<file path="src/rtl/feature_window_seq.sv">
// Feature-window sequencer: turns one (start, total) job into a stream of
// half-open windows [win_lo, win_hi) of at most SIMD_NUM*LANE_NUM features.
module feature_window_seq #(
  parameter int SIMD_NUM = 64,
  parameter int LANE_NUM = 32,
  parameter int AW       = 12
) (
  input  logic          clk,
  input  logic          rst_n,
  input  logic          cfg_valid,
  output logic          cfg_ready,
  input  logic          cfg_ini,
  input  logic [AW-1:0] cfg_base,
  input  logic [AW-1:0] cfg_total,
  input  logic          abort,
  output logic          win_valid,
  input  logic          win_ready,
  output logic [AW-1:0] win_lo,
  output logic [AW-1:0] win_hi,
  output logic          win_last,
  output logic          done,
  output logic          err,
  output logic          busy
);

  localparam int WIN = SIMD_NUM * LANE_NUM;
  localparam logic [AW:0] WIN_EXT = (AW+1)'(WIN);

  if (WIN > (2 ** AW)) begin : g_win_too_wide
    $error("feature_window_seq: SIMD_NUM*LANE_NUM exceeds 2**AW");
  end

  typedef enum logic [0:0] {
    IDLE = 1'b0,
    RUN  = 1'b1
  } state_t;

  state_t        state;
  logic [AW-1:0] cur;
  logic [AW-1:0] total;
  logic [AW-1:0] start;
  logic [AW-1:0] next_lo;
  logic [AW:0]   first_end;
  logic [AW:0]   next_end;

  // Returns {last, hi}; the sum is one bit wider so it can never wrap past total.
  function automatic logic [AW:0] win_end(input logic [AW-1:0] lo, input logic [AW-1:0] tot);
    logic [AW:0] sum;
    sum = {1'b0, lo} + WIN_EXT;
    if (sum >= {1'b0, tot}) begin
      win_end = {1'b1, tot};
    end else begin
      win_end = {1'b0, sum[AW-1:0]};
    end
  endfunction

  assign start     = cfg_ini ? {AW{1'b0}} : cfg_base;
  // Only used when the current window is not last, so cur+WIN < total fits in AW bits.
  assign next_lo   = cur + AW'(WIN);
  assign first_end = win_end(start, cfg_total);
  assign next_end  = win_end(next_lo, total);
  assign cfg_ready = (state == IDLE);
  assign busy      = (state == RUN);

  // Job sequencing FSM with registered window outputs and status pulses.
  always_ff @(posedge clk) begin
    if (!rst_n) begin
      state     <= IDLE;
      cur       <= {AW{1'b0}};
      total     <= {AW{1'b0}};
      win_valid <= 1'b0;
      win_lo    <= {AW{1'b0}};
      win_hi    <= {AW{1'b0}};
      win_last  <= 1'b0;
      done      <= 1'b0;
      err       <= 1'b0;
    end else begin
      done <= 1'b0;
      err  <= 1'b0;
      case (state)
        IDLE: begin
          if (cfg_valid) begin
            total <= cfg_total;
            if (start >= cfg_total) begin
              err <= 1'b1;
            end else begin
              cur       <= start;
              win_valid <= 1'b1;
              win_lo    <= start;
              win_hi    <= first_end[AW-1:0];
              win_last  <= first_end[AW];
              state     <= RUN;
            end
          end
        end
        RUN: begin
          if (abort || (win_valid && win_ready && win_last)) begin
            win_valid <= 1'b0;
            done      <= 1'b1;
            state     <= IDLE;
          end else if (win_valid && win_ready) begin
            cur      <= next_lo;
            win_lo   <= next_lo;
            win_hi   <= next_end[AW-1:0];
            win_last <= next_end[AW];
          end
        end
        default: begin
          state     <= IDLE;
          win_valid <= 1'b0;
        end
      endcase
    end
  end

endmodule
</file>
<file path="config.mk">
export PLATFORM = sky130hd
export DESIGN_NAME = feature_window_seq
export DESIGN_NICKNAME = d
export VERILOG_FILES = /design/src/rtl/feature_window_seq.sv
export SDC_FILE = /design/constraint.sdc
export NUM_CORES = 1
export LEC_CHECK = 0
export CAP_MARGIN = 20
export CORE_ASPECT_RATIO = 0.7
export CORE_MARGIN = 2
export CORE_UTILIZATION = 30
export DETAILED_ROUTE_END_ITERATION = 6
export GPL_TIMING_DRIVEN = 0
export RECOVER_POWER = 100
export SLEW_MARGIN = 30
export SYNTH_ARGS = -nofsm -noshare
export SYNTH_HDL_FRONTEND = slang
export SYNTH_SLANG_ARGS = --single-unit
</file>
<file path="constraint.sdc">
create_clock -name clk -period 2.3 [get_ports clk]
set_input_delay 0.23 -clock clk [delete_from_list [all_inputs] [get_ports clk]]
set_output_delay 0.23 -clock clk [all_outputs]
set_load 0.05 [all_outputs]
</file>
-- Word level (Yosys, flattened, before mapping)
Index checks and enable logic that the tools add are counted.
- memory bits (read-only): 0
- logic and storage cells: 58
- input port bits: 30
- memories: 0
- bits in latches: 0
- bits in registers: 41
- RAM bits: 0
- output and inout bits: 30
- $lt $le $gt $ge: 3
- multiplexer cells: 28
- bitwise gates (word level): 3
- shifts and indexed selects: 0
- multipliers: 0
- equality and inequality tests: 5
- reduce and logical (&&, ||, !) cells: 8
- $add $sub $neg: 3
- divide/modulo/power cells: 0
- operators with widths (cell ; number):
    two-way mux 12 bit ; 9
    case mux 12 bit (2 select lines) ; 2
    adder 12 x 12 -> 13 bit, second input constant ; 2
    greater-or-equal comparator 13 x 12 -> 1 bit ; 2
    two-way mux 13 bit ; 2
    adder 12 bit, second input constant ; 1
    greater-or-equal comparator 12 bit ; 1
    two-way mux 1 bit ; 12
    inequality test 2 bit, second input constant ; 3
    case mux 1 bit (2 select lines) ; 3
    inequality test 2 x 1 -> 1 bit, second input constant ; 2
    AND reduction 2 bit ; 2
    AND reduction 4 bit ; 1
    NOT 1 bit ; 3
    AND reduction 3 bit ; 1
    OR reduction 3 bit ; 1
    logical AND 1 bit ; 2
    logical OR 1 bit ; 1

-- Depth between registers and ports, before layout
- depth after elaboration: 7
- depth in mapped cells: 12
- depth with buffers taken out: 10

-- Worst setup path before layout
OpenSTA, ideal clock, no wires.
- kind: flip-flop to flip-flop
- start point: register cur[3]
- end point: register win_hi[5]
- period minus slack after synthesis: 2.518 ns
- path buffers: 1
- data arrival time: 2.401 ns
- setup time: 0.117 ns
- path slack: -0.218 ns
- data required time: 2.183 ns
- cell stages (with the launch flop): 10
- cell sequence: dfxtp_1 > ha_1 > a21o_1 > a21oi_1 > a211oi_1 > nor4_4 > buf_6 > mux2i_1 > a21oi_1 > a22o_1
- longest elaborated chain between the ends: 7
- ends and longest elaborated chain (what ; RTL line ; RTL):
    from (decl) ; 39 ; logic [AW-1:0] cur;
    from (signal assigned) ; 69 ; cur <= {AW{1'b0}};
    from (signal assigned) ; 87 ; cur <= start;
    from (signal assigned) ; 102 ; cur <= next_lo;
    adder 12 bit (*) ; 59 ; assign next_lo = cur + AW'(WIN);
    adder 12 x 12 -> 13 bit (*) ; 49 ; sum = {1'b0, lo} + WIN_EXT;
    greater-or-equal comparator 13 x 12 -> 1 bit ; 50 ; if (sum >= {1'b0, tot}) begin
    two-way mux 13 bit (*) ; 50 ;
    two-way mux 12 bit (*) ; 101 ; end else if (win_valid && win_ready) begin
    two-way mux 12 bit (*) ; 97 ; if (abort || (win_valid && win_ready && win_last)) begin
    case mux 12 bit (2 select lines) (*) ; 80 ; case (state)
    to (signal assigned) ; 73 ; win_hi <= {AW{1'b0}};
    to (signal assigned) ; 90 ; win_hi <= first_end[AW-1:0];
    to (signal assigned) ; 104 ; win_hi <= next_end[AW-1:0];
    to (decl) ; 19 ; output logic [AW-1:0] win_hi,
Every way passes the cells marked *; elsewhere a longest branch is shown, timed or not. The select of a mux whose other input is x is not followed.
A chain may end at the register's enable or synchronous reset.

-- Worst setup path in the final report
- start point: input port cfg_total[9]
- end point: register win_hi[7]
- longest elaborated chain between the ends: 5
- elaborated cells on any way between the ends: 8
- those cells by class: order compare: 2; eq/ne: 1; mux: 4; reduce/logical: 1
- ends and longest elaborated chain (what ; RTL line ; RTL):
    from (decl) ; 14 ; input logic [AW-1:0] cfg_total,
    greater-or-equal comparator 13 x 12 -> 1 bit ; 50 ;
    two-way mux 13 bit ; 50 ;
    two-way mux 12 bit ; 84 ; if (start >= cfg_total) begin
    two-way mux 12 bit ; 82 ; if (cfg_valid) begin
    case mux 12 bit (2 select lines) ; 80 ;
Parallel ways exist; a longest one is shown, timed or not. The select of a mux whose other input is x is not followed.

==> summary.txt <==
Timing
  • Final hold vios: 0
  • Final period util: 0.9985
  • RSZ-0062 raised after global routing: true
  • FMAX: 0.4354 GHz
  • Final critical-path required period: 2.296 ns
  • Setup TNS Final: 0 ns
  • Headroom to the max-slew limit: 0.6147
  • Max-slew violation count: 0
  • Slew at the pin with the worst max-slew slack: 0.5779 ns
  • Setup violations, final: 0
  • Worst Skew: 0.003961 ns

Critical path
  • Critical path's slowest cell: clkdlybuf4s50_1
  • Crit path max fanout: 5
  • Crit path to: win_hi[7]
  • Worst path max stage delay: 0.52 ns
  • Arrival @ worst endpoint: 2.47 ns
  • CP Depth: 10
  • Reg2reg setup slack: 0.07 ns
  • Crit path required time: 2.47 ns
  • Kind of critical path: in2reg
  • CP Capture Type: flip-flop
  • Cells along the critical path: clkdlybuf4s50_1, inv_2, ha_4, and4_4, nand4_1, o21a_4, a41oi_4, buf_6, a21oi_1, a22o_1
  • Worst reg2reg path endpoint: win_hi[11]
  • Worst Reg-to-Reg Cells: 11
  • Critical path origin: cfg_total[9]
  • Startpoint Class: input pin
  • Reg-to-Reg Start: total[4]
  • Worst path bufs/invs: 3
  • Top Family by Delay on Critical Path: compound AO/OA/AOI/OAI gates

Yosys
  • Post-synthesis register bit count: 41
  • Synth Area in XOR/XNOR: 0.006162
  • Compound-cell area share of the yosys netlist: 0.2720
  • Library cells used by synthesis: 50
  • Synth area leader: dfxtp_1
  • Top cells by area, synth: dfxtp_1 29%, ha_1 11%, a21oi_1 7.7%
  • Sequential area share after synthesis: 0.2887
  • Cell Area, Synth: 0.002843 sq mm
  • Mux contribution to synthesized area: 0.04930
  • Top post-synthesis cells by count: 54 x nand2_1, 44 x a21oi_1, 41 x dfxtp_1
  • Top_reg_cell synth: dfxtp_1
  • Asr flop ratio synth: 0
  • Avg Cell Area, Syn: 8.192 sq um
  • Gate Count Post-Synth: 347
  • Mapped Nets: 402
  • Number of synthesized flops with an enable pin: 0
  • Top cell type's share of synthesized area: 0.2887
  • Largest family of logic cells by synthesized area: compound AO/OA/AOI/OAI gates
  • Syn. warnings: 0
  • Synth Area in Adders: 0.1100
  • Top-count cell post-synth: nand2_1
  • Post-synthesis simple-gate area fraction: 0.2007

Clocking
  • H-tree depth: 2
  • Clock Latency Late Sink: 0.28 ns
  • Hold Buf Count CTS: 0
  • Total CTS buffers: 5
  • Clk sink count: 41
  • CTS clk-pin slew, worst paths: 0.06 ns
  • Clk root buf: clkbuf_16
  • Max clock buf depth: 2
  • CTS tree: yes

Global route
  • Grt total ovfl: 0
  • Initial antenna violation count: 0
  • Tot GR Track Use: 0.1855
  • Pin count of the biggest net entering global routing: 14
  • Vias in the first global route: 2,935
  • First-pass GRT wire length: 14,970 microns

Detailed routing
  • Remaining DRCs: 0
  • Via count of the routed design: 2,922
  • WL/cell: 17.53 microns
  • Drt pass-1 iters: 4
  • DRC marker count from the first detailed-route iteration: 170
  • DR vias/cell: 5.265
  • WL final: 9729 microns
  • Post-route ant nets: 0

Cells and area
  • Area of the multi-input gates: 0.002106 sq mm
  • Share of cells above drive strength 1: 0.2715
  • Antenna diode count: 0
  • Reg area: 838.3 sq um
  • Layout area overhead: 51.67%
  • Total Nets Final: 485
  • Fillers: 934
  • Layout Cells excl Fill: 555

Floorplanning
  • I/O pins: 60
  • Core area: 0.009144 sq mm
  • Rows: 29
  • Initial Util: 0.3109
  • Die area: 0.01028 sq mm
  • Die Y-Extent: 85.45 microns
  • Die W: 120.3 microns

Outcome
  • Status: completed

Place
  • Final HPWL DP: 6987 microns
  • Placed cells: 528
  • Port buffer count: 57
  • Routability congestion estimate: 0.8539

Job
  • Max cap viols: 0

Power and ir drop
  • Pleak: 0.001790 uW
  • IR Drop Worst-Case VDD: 278.3 uV
  • PD cells: 566.9 mW/mm^2

Hold path
  • Worst Hold Class: in2reg
[power by group]
group	leakage [uW]	internal (uW)	switching, uW
combinational	0.00137	333	472
sequential	0.000341	762	42.7
clock	0.0000831	542	292
total	0.00179	1640	807
[per-stage QoR]
stage	power (uW)	cell area, sq um	setup WS (ns)	util	hold WS [ns]
after global placement	1487	3583	-1.011	0.3919	0.4596
after CTS	2395	4055	0.001675	0.4435	0.2207
final	2444	4312	0.003505	0.4715	0.2192
after floorplan	1257	2858	0.0009719	-	0.3660
after detailed placement	1493	3583	-1.031	0.3919	0.4658
after global routing	2552	4312	-0.05981	0.4715	0.2482
[final cells by class]
type,instances,share of cell area
Clock inverter,2,0.008706
Multi-Input combinational cell,261,0.4884
Inverter,27,0.02351
Sequential cell,41,0.1944
Buffer,18,0.03598
Tap cell,124,0.03598
Timing Repair Buffer,76,0.1808
Clock buffer,6,0.03221
[cells by family after synthesis]
logic type                 Yosys count
muxes                               14
and+or+nand+nor                    110
buffers and inverters               45
AOI/OAI and AO/OA                  110
xor gates and xnor gates             2
adders and majority gates           25
DFF                                 41
[repair_timing]
action | in CTS | in global routing
pin swaps | 12 | 20
endpoints found under the setup margin | 29 | 25
gates cloned | 1 | 3
resized for setup | 47 | 50
setup buffers | 11 | 4
[layout by cell type (no fill, tap or decap), types with 5 or more instances in the layout]
cell type         n
buf_6             5
nand3_1           5
o21ai_0          13
nand2_1          54
nand4_1           5
ha_4              8
a21o_1           12
o2bb2ai_2         5
o211ai_1          5
ha_1             16
dfxtp_2          11
clkdlybuf4s50_1  15
clkbuf_1          6
nor2_1            8
a21oi_2           8
clkbuf_16         7
dlymetal6s2s_1    6
nor2b_4           7
a22o_1            7
dlygate4sd2_1     6
inv_1            24
dlygate4sd3_1    29
a21oi_1          36
o211a_2           6
buf_4            18
dfxtp_1          29
mux2i_1          13
[worst min path at each step]
stage	from	to	slack, ns	cells after the start
after detailed placement	win_hi[10]	win_hi[10]	0.47	1
final	cfg_total[6]	total[6]	0.22	3
after floorplan	cfg_total[10]	total[10]	0.37	2
after global placement	total[7]	total[7]	0.46	2
after CTS	cfg_total[6]	total[6]	0.22	3
after global routing	cfg_total[6]	total[6]	0.25	3
[sequential cells by signal, indices dropped and copies added, names as in the netlist]
name	flops
win_valid	1
done	1
win_last	1
total	12
busy	1
cur	12
err	1
win_hi	12
[layer usage]
metal | track usage | up-vias | wire length, microns
li1 | - | 1405 | -
met1 | 0.2722 | 1394 | 4661
met2 | 0.2836 | 113 | 4148
met3 | 0.03763 | 10 | 821
met4 | 0.03277 | 0 | 98
met5 | 0 | - | 0
[worst min-delay path, cell delays in order]
cell and delay, ns:
buf_6 0.12, nand2_1 0.05, a21oi_1 0.05
No activity file was read; power rests on OpenSTA's default activity.
